$ cat config.mk
export PLATFORM = sky130hd
export DESIGN_NAME = sonar_array
export DESIGN_NICKNAME = d
export VERILOG_FILES = /design/src/rtl/sonar_array.sv
export SDC_FILE = /design/constraint.sdc
export NUM_CORES = 1
export LEC_CHECK = 0
export ABC_AREA = 1
export BUFFER_PORTS_ARGS = -buffer_cell sky130_fd_sc_hd__buf_4
export CAP_MARGIN = 15
export CORE_UTILIZATION = 60
export CTS_CLUSTER_DIAMETER = 100
export DETAILED_ROUTE_END_ITERATION = 16
export GPL_TIMING_DRIVEN = 0
export PLACE_DENSITY = 0.8
export SLEW_MARGIN = 20
export SYNTH_ARGS = -nofsm -noshare
export SYNTH_HDL_FRONTEND = slang
export SYNTH_SLANG_ARGS = --single-unit
export TNS_END_PERCENT = 1
$ cat constraint.sdc
create_clock -name clk -period 1.92 [get_ports clk]
set_input_delay 0.288 -clock clk [delete_from_list [all_inputs] [get_ports clk]]
set_output_delay 0.288 -clock clk [all_outputs]
set_load 0.01 [all_outputs]
$ cat src/rtl/sonar_array.sv
`default_nettype none
// ============================================================================
// Module   : sonar_array
// Brief    : Round-robin multi-channel ultrasonic ranging controller with
//            echo-width measurement, timeout and single-entry result port.
// Revision : 1.0 - initial release
// ============================================================================
module sonar_array #(
  parameter int CHANNELS       = 4,
  parameter int TRIG_CYCLES    = 500,
  parameter int TIMEOUT_CYCLES = 1_500_000,
  parameter int GAP_CYCLES     = 3_000_000,
  parameter int CNT_W          = 24,
  parameter int CH_W           = (CHANNELS > 1) ? $clog2(CHANNELS) : 1
) (
  input  logic                clk,
  input  logic                rst_n,
  input  logic                start,
  input  logic                mode_cont,
  input  logic [CHANNELS-1:0] ch_mask,
  input  logic [CHANNELS-1:0] echo,
  output logic [CHANNELS-1:0] trig,
  output logic                busy,
  output logic                res_valid,
  input  logic                res_ready,
  output logic [CH_W-1:0]     res_ch,
  output logic [CNT_W-1:0]    res_width,
  output logic                res_timeout,
  output logic                overrun
);

  localparam logic [CNT_W-1:0] c_TRIG_LAST = CNT_W'(TRIG_CYCLES - 1);
  localparam logic [CNT_W-1:0] c_TO_LAST   = CNT_W'(TIMEOUT_CYCLES - 1);
  localparam logic [CNT_W-1:0] c_GAP_LAST  = CNT_W'(GAP_CYCLES - 1);
  localparam logic [CNT_W-1:0] c_WIDTH_MAX = '1;

  typedef enum logic [2:0] {
    S_IDLE      = 3'd0,
    S_TRIG      = 3'd1,
    S_WAIT_RISE = 3'd2,
    S_MEASURE   = 3'd3,
    S_GAP       = 3'd4
  } state_t;

  state_t              r_state, w_state_nxt;
  logic [CHANNELS-1:0] r_echo_s1, r_echo_s2, r_echo_d;
  logic [CHANNELS-1:0] r_mask, w_mask_nxt;
  logic                r_cont, w_cont_nxt;
  logic [CH_W-1:0]     r_ch, w_ch_nxt;
  logic [CNT_W-1:0]    r_cnt, w_cnt_nxt;
  logic [CNT_W-1:0]    r_width, w_width_nxt, w_width_inc;
  logic                r_valid;
  logic [CH_W-1:0]     r_res_ch;
  logic [CNT_W-1:0]    r_res_width;
  logic                r_res_to;
  logic                r_overrun;

  logic [CH_W-1:0]     w_first, w_wrap, w_next;
  logic                w_has_next;
  logic                w_sel, w_sel_d, w_rise, w_fall;
  logic                w_pub, w_pub_to, w_clr_ov;
  logic [CNT_W-1:0]    w_pub_width;

  always_comb begin
    w_first = '0;
    for (int i = CHANNELS - 1; i >= 0; i--)
      if (ch_mask[i]) w_first = CH_W'(i);
  end

  // Descending scan: the last hit is the lowest qualifying channel.
  always_comb begin
    w_wrap     = '0;
    w_next     = '0;
    w_has_next = 1'b0;
    for (int i = CHANNELS - 1; i >= 0; i--) begin
      if (r_mask[i]) w_wrap = CH_W'(i);
      if (r_mask[i] && (i > int'(r_ch))) begin
        w_next     = CH_W'(i);
        w_has_next = 1'b1;
      end
    end
  end

  assign w_sel       = r_echo_s2[r_ch];
  assign w_sel_d     = r_echo_d[r_ch];
  assign w_rise      = w_sel & ~w_sel_d;
  assign w_fall      = ~w_sel & w_sel_d;
  assign w_width_inc = (r_width == c_WIDTH_MAX) ? r_width : r_width + 1'b1;

  always_comb begin
    w_state_nxt = r_state;
    w_mask_nxt  = r_mask;
    w_cont_nxt  = r_cont;
    w_ch_nxt    = r_ch;
    w_cnt_nxt   = r_cnt;
    w_width_nxt = r_width;
    w_pub       = 1'b0;
    w_pub_to    = 1'b0;
    w_pub_width = r_width;
    w_clr_ov    = 1'b0;
    case (r_state)
      S_IDLE: begin
        if (start && (ch_mask != '0)) begin
          w_state_nxt = S_TRIG;
          w_mask_nxt  = ch_mask;
          w_cont_nxt  = mode_cont;
          w_ch_nxt    = w_first;
          w_cnt_nxt   = '0;
          w_clr_ov    = 1'b1;
        end
      end
      S_TRIG: begin
        if (r_cnt == c_TRIG_LAST) begin
          w_state_nxt = S_WAIT_RISE;
          w_cnt_nxt   = '0;
          w_width_nxt = '0;
        end else begin
          w_cnt_nxt = r_cnt + 1'b1;
        end
      end
      S_WAIT_RISE: begin
        w_cnt_nxt = r_cnt + 1'b1;
        if (r_cnt == c_TO_LAST) begin
          w_pub       = 1'b1;
          w_pub_to    = 1'b1;
          w_pub_width = '0;
          w_state_nxt = S_GAP;
          w_cnt_nxt   = '0;
        end else if (w_rise) begin
          // The rise cycle already has the echo high, so it counts.
          w_state_nxt = S_MEASURE;
          w_width_nxt = CNT_W'(1);
        end
      end
      S_MEASURE: begin
        w_cnt_nxt = r_cnt + 1'b1;
        if (w_sel) w_width_nxt = w_width_inc;
        if (w_fall) begin
          w_pub       = 1'b1;
          w_pub_width = r_width;
          w_state_nxt = S_GAP;
          w_cnt_nxt   = '0;
        end else if (r_cnt == c_TO_LAST) begin
          w_pub       = 1'b1;
          w_pub_to    = 1'b1;
          w_pub_width = w_width_nxt;
          w_state_nxt = S_GAP;
          w_cnt_nxt   = '0;
        end
      end
      S_GAP: begin
        w_cnt_nxt = r_cnt + 1'b1;
        if (r_cnt == c_GAP_LAST) begin
          w_cnt_nxt   = '0;
          w_state_nxt = S_IDLE;
          if (r_cont) begin
            if (mode_cont) begin
              w_state_nxt = S_TRIG;
              w_ch_nxt    = w_has_next ? w_next : w_wrap;
            end
          end else if (w_has_next) begin
            w_state_nxt = S_TRIG;
            w_ch_nxt    = w_next;
          end
        end
      end
      default: w_state_nxt = S_IDLE;
    endcase
  end

  always_ff @(posedge clk or negedge rst_n) begin
    if (!rst_n) begin
      r_state     <= S_IDLE;
      r_echo_s1   <= '0;
      r_echo_s2   <= '0;
      r_echo_d    <= '0;
      r_mask      <= '0;
      r_cont      <= 1'b0;
      r_ch        <= '0;
      r_cnt       <= '0;
      r_width     <= '0;
      r_valid     <= 1'b0;
      r_res_ch    <= '0;
      r_res_width <= '0;
      r_res_to    <= 1'b0;
      r_overrun   <= 1'b0;
    end else begin
      r_state   <= w_state_nxt;
      r_echo_s1 <= echo;
      r_echo_s2 <= r_echo_s1;
      r_echo_d  <= r_echo_s2;
      r_mask    <= w_mask_nxt;
      r_cont    <= w_cont_nxt;
      r_ch      <= w_ch_nxt;
      r_cnt     <= w_cnt_nxt;
      r_width   <= w_width_nxt;
      if (w_clr_ov) r_overrun <= 1'b0;
      // Single-entry result: a publish onto an unaccepted result is dropped.
      if (w_pub) begin
        if (!r_valid || res_ready) begin
          r_valid     <= 1'b1;
          r_res_ch    <= r_ch;
          r_res_width <= w_pub_width;
          r_res_to    <= w_pub_to;
        end else begin
          r_overrun <= 1'b1;
        end
      end else if (r_valid && res_ready) begin
        r_valid <= 1'b0;
      end
    end
  end

  always_comb begin
    trig = '0;
    if (r_state == S_TRIG) trig[r_ch] = 1'b1;
  end

  assign busy        = (r_state != S_IDLE);
  assign res_valid   = r_valid;
  assign res_ch      = r_res_ch;
  assign res_width   = r_res_width;
  assign res_timeout = r_res_to;
  assign overrun     = r_overrun;

endmodule
`default_nettype wire

=== Yosys cells after proc, flatten, opt, wreduce, memory -nomap -nowiden ===
Cells that the tools add are included.
W data, S select, Z words.

* Add/subtract/negate cells: 2
* Order comparisons: 5
* Eq/ne operators: 18
* Muxes and demuxes: 68
* Bitwise operators: 4
* Reductions and logical operators: 22

{| class="wikitable"
|+ Operator list
! kind !! number
|-
| $mux W24 || 13
|-
| $pmux W24 S5 || 1
|-
| $pmux W24 S3 || 1
|-
| $add A24 B1 Y24 const B || 2
|-
| $pmux W24 S2 || 1
|-
| $mux W2 || 17
|-
| $eq A24 B21 Y1 const B || 1
|-
| $eq A24 B22 Y1 const B || 1
|-
| $eq A24 B24 Y1 const B || 1
|-
| $eq A24 B9 Y1 const B || 1
|-
| $mux W3 || 8
|-
| $mux W1 || 19
|-
| $pmux W3 S5 || 1
|-
| $ne A3 B3 Y1 const B || 4
|-
| $ne A2 B2 Y1 const B || 5
|-
| $reduce_and A5 Y1 || 2
|-
| $reduce_and A2 Y1 || 4
|-
| $eq A3 B2 Y1 const B || 2
|-
| $logic_and A1 B1 Y1 || 6
|-
| $reduce_bool A3 Y1 || 2
|-
| $reduce_bool A5 Y1 || 1
|-
| $bmux W1 S2 || 2
|-
| $gt A2 B2 Y1 const A || 2
|-
| $mux W4 || 1
|-
| other kinds (17) || 21
|}

* Flip-flop bits (word level): 99
* Input bits: 13
* Output and inout port bits: 34
* Logic and storage cells: 133

=== Depth between registers and ports, before layout ===
* Depth in word-level cells: 10
* Depth in mapped cells: 15
* Gate-level depth less buffers: 14

=== Worst setup path before layout ===
No wires, ideal clock.

* Path kind: register to register
* Start point: reg r_cnt[0]
* End point: reg r_cnt[20]
* Setup time: 128 ps
* Arrival: 1617 ps
* Required time: 1792 ps
* Setup slack: 176 ps
* Stages on the path, launching flop included: 10
* Buffers on the path: 0
* Period minus slack after synthesis: 1744 ps
* Cells stage by stage: dfrtp_1 -> ha_1 -> nand2_1 -> nor2_1 -> inv_1 -> nor4_1 -> nand2_1 -> xor2_1 -> nand2_1 -> o21ai_0

* Cells in the longest elaborated chain, start to end: 4
* Elaborated cells on any way between the ends: 9
* Classes of those cells: 1 x add/sub; 3 x eq/ne; 5 x mux

{| class="wikitable"
|+ RTL lines
! element !! RTL line !! RTL
|-
| start: declaration || 50 || <nowiki>logic [CNT_W-1:0] r_cnt, w_cnt_nxt;</nowiki>
|-
| start signal: assignment || 195 || <nowiki>r_cnt <= w_cnt_nxt;</nowiki>
|-
| $add A24 B1 Y24 or $eq A24 B21 Y1 (tied branches) || n/a ||
|-
| $mux W24 || 123, 143 ||
|-
| $mux W24 || 138 || <nowiki>if (w_fall) begin</nowiki>
|-
| $pmux W24 S5 (*) || 101 || <nowiki>case (r_state)</nowiki>
|}

Every way passes the cells marked *; elsewhere a longest branch is shown, timed or not.
A chain may end at the register's enable or synchronous reset.

=== Worst setup path in the final report ===
* Start point: reg r_ch[0]
* End point: reg r_res_width[16] (netlist: res_width[16])

* Cells in the longest elaborated chain, start to end: 7
* Elaborated cells on any way between the ends: 13
* Classes of those cells: 10 x mux; 2 x bitwise; 1 x reduce/logical

{| class="wikitable"
|+ RTL lines
! element !! RTL line !! RTL
|-
| start: declaration || 49 || <nowiki>logic [CH_W-1:0] r_ch, w_ch_nxt;</nowiki>
|-
| start signal: assignment || 194 || <nowiki>r_ch <= w_ch_nxt;</nowiki>
|-
| $bmux W1 S2 || 84 || <nowiki>assign w_sel = r_echo_s2[r_ch];</nowiki>
|-
| $mux W1 (not written as such) || 84 ||
|-
| $not A1 Y1 || 87 || <nowiki>assign w_fall = ~w_sel & w_sel_d;</nowiki>
|-
| $and A1 B1 Y1 || 87 ||
|-
| $mux W1 || 138 ||
|-
| $pmux W1 S2 || 101 ||
|-
| $reduce_and A2 Y1 (no source line) || n/a ||
|-
| end signal: assignment || 203 || <nowiki>r_res_width <= w_pub_width;</nowiki>
|-
| end: declaration || 54 || <nowiki>logic [CNT_W-1:0] r_res_width;</nowiki>
|}

Several ways; a longest one is shown, not always the timed one. The select of a mux whose other input is x is not followed.

==> impl_metrics.yaml <==
global_routing:
  met3_usage_pct: 6.70
  top_usage_layer: "met2"
  grt_overflow: 0
  grt_use_total_pct: 30.7
  grt_pass1_wl_um: 26500
  grt_pass1_vias: 5587
  grt_use_met2_pct: 47.1
  use_met1_pct: 43.7
  antenna_found_initial: 0
  grt_max_degree: 100
worst_setup_path:
  end_kind: "register"
  crit_path_start: "r_ch[0]"
  worstPathRequired_ns: 2.25
  arrival_ns: 2.32
  rrSetupSlack_ns: -0.07
  critical_path.max_fanout: 10
  crit_path_start_kind: "register"
  crit_type: "register to register"
  r2r_start: "r_ch[0]"
run_status:
  violations: "hold timing, setup timing"
  status: "complete, but fails checks"
detailed_routing:
  drt_first_pass_iters: 9
  via_per_inst: 5.55
  vias: 6169
  wl_per_cell_um: 15.2
  drt-initial-drc-count: 417
  wirelength_um: 16900
  drc_errors: 0
  antenna_left: 0
place:
  routabilityCongestion: 0.971
  dp_hpwl_um: 11200
  port-buffer-count: 46
  place_ws_ns: -0.295
timing:
  finalCriticalPeriod_ns: 1.99
  timing.final.ws_setup_ns: -0.0713
  setup_tns_ns: -0.681
  slew_headroom_pct: 39.8
  whs_ns: -0.0416
  fin_worst_skew_ns: 0.0224
  setup_viol: 22
  hold_viol_final: 17
  fmax_mhz: 502
  tightestPinTransition_ns: 0.902
  post-route-period-util_pct: 104
  rsz0062_at_grt: "yes"
  drv_slew: 0
clock_tree:
  cts_root_buf: "clkbuf_8"
  cts_tree: "yes"
  cts.sinks: 99
  clock_path_buffers: 2
  htreeDepth: 3
  insertion_delay_ns: 0.41
  numCtsBuffers: 9
  clk_pin_slew_ns: 0.12
pwr:
  intPower_w: 0.00557
  swShare_pct: 45.2
  power.leakage_nw: 3.57
  power_density_nw_per_um2: 1310
  seqPwrFrac_pct: 32.8
  peakVddDrop_mv: 1.04
  clockPowerShare_pct: 15.0
  p_total_w: 0.0102
  power_switching_w: 0.00460
  p_comb_share_pct: 52.3
synthesis:
  synth_cell_types: 41
  synth_cells: 885
  synth-seq-area-share_pct: 39.4
  synth-edff-count: 0
  ys_top_cells_by_area: "dfrtp_1 39%, nand2_1 16%, inv_1 6.9%"
  synth_area_per_cell_um2: 7.10
  syn_area_um2: 6290
  yosysMostFrequentCell: "nand2_1"
  synth.ff_latch_count: 99
  synthTopCellsByCount: "263 x nand2_1, 115 x inv_1, 99 x dfrtp_1, 86 x nor2_1, 70 x nand3_1"
  yosysWarnings: 0
  async_flop_share_pct: 100
  synth.top_cell.area_share_pct: 39.4
  synth_top_flop_cell: "dfrtp_1"
  syn-num-nets: 900
  yosysTopAreaCell: "dfrtp_1"
floorplan:
  io_pins: 47
  die_y_um: 104
  coreArea_um2: 10200
  dieArea_um2: 10900
  die_w_um: 104
  num_rows: 37
  start_util_pct: 61.5
job:
  maxCapViolations: 0
final_layout:
  area_growth_pct: 23.2
  fillers: 771
  seqCellArea_um2: 2490
  final_util_pct: 75.7
  drive_gt1_share_pct: 24.5
  antenna_cells: 0
  multiInputGateArea_um2: 3510
  nets: 985
worst_hold_path:
  hold_path_class: "primary input to async pin"
-- metal layers --
layer	up-vias	part of all wire, %
met2	227	47
li1	3004	-
met1	2909	45
met4	0	1.6
met3	29	6.3
met5	-	0
-- final cells by class --
type / count / area share (%)
plain buffers: 29 / 3.71
clock buffers: 10 / 1.78
clock inverters: 6 / 1.02
inverters: 121 / 6.06
multi-input cells: 637 / 45.3
flip-flops and latches: 99 / 32.1
well taps: 136 / 2.20
repair buffers: 73 / 7.85
-- placed cells by master (no fill, tap or decap), types with 4 or more instances in the layout --
cell type and instances:
nand4_1 22, o22ai_1 19, a21oi_2 11, buf_8 5, a21boi_2 14, buf_6 9, nand2_2 20, nor2_1 68
inv_2 11, nand3_1 65, nor2_2 11, inv_1 106, dfrtp_2 10, o21ai_1 9, nand3_2 6, nor3_1 17
nand2_1 247, xor2_1 28, buf_4 65, o21ai_0 32, buf_12 5, dlygate4sd3_1 4, buf_2 6, nor3_2 7
clkbuf_8 10, a21oi_1 17, nor2_4 13, dfrtp_1 89
-- power by group through the flow --
stage               Combinational, W  Sequential (W)  Clock (W)
finish                       0.00531         0.00333    0.00152
global placement             0.00439         0.00327          0
floorplan                    0.00304         0.00331          0
CTS                          0.00466         0.00326    0.00154
detailed placement           0.00447         0.00328          0
global route                 0.00585         0.00341    0.00161
-- what timing repair did --
action | in CTS | in global routing
buffers inserted | 1 | 21
endpoints found under the hold margin | 4 | 0
hold buffers | 4 | 0
pin swaps | 4 | 29
setup endpoints to repair | 79 | 81
gates cloned | 0 | 2
gates resized for setup | 45 | 99
-- cells by family (layout without fill, tap and decap cells) --
| kind of cell | Yosys count | in the layout | share of synthesized area (%) |
|---|---|---|---|
| xor gates and xnor gates | 31 | 31 | 4.32 |
| and+or+nand+nor | 488 | 489 | 33.6 |
| adders and majority gates | 2 | 2 | 0.398 |
| AOI/OAI and AO/OA | 115 | 115 | 11.7 |
| DFF | 99 | 99 | 39.4 |
| buffers and inverters | 150 | 239 | 10.6 |
-- worst max-delay path: stages, from the launching register on --
cell and delay, ns:
dfrtp_1 0.43, buf_8 0.15, nand2_4 0.07, inv_2 0.04, nand2_1 0.09, nand2_2 0.08
o21ai_4 0.28, nand2_2 0.12, buf_8 0.16, buf_12 0.15, a21oi_1 0.13, nand2_1 0.09
a21boi_2 0.11
-- flip-flops by register name (all words and copies together) (netlist names), 3 cells and up --
register and cells:
r_cnt 24, r_width 24, res_width 24, r_echo_d 4, r_echo_s1 4, r_echo_s2 4, r_mask 4, r_state 3
-- final timing paths --
check,end,depth (start not counted)
hold reg to reg,r_echo_s2[3],0
max in group asynchronous,r_ch[1],1
setup / recovery,res_width[16],12
setup reg to reg,res_width[16],12
hold / removal,res_width[0],1
min in group clk,r_cont,3
-- metrics by stage --
stage	cells	cell area (um2)
final	1111	7750
after global routing	1111	7750
after CTS	1088	7220
after detailed placement	1067	6810
after global placement	1067	6800
after floorplan	885	6290
Power figures use the tool's default switching activity.
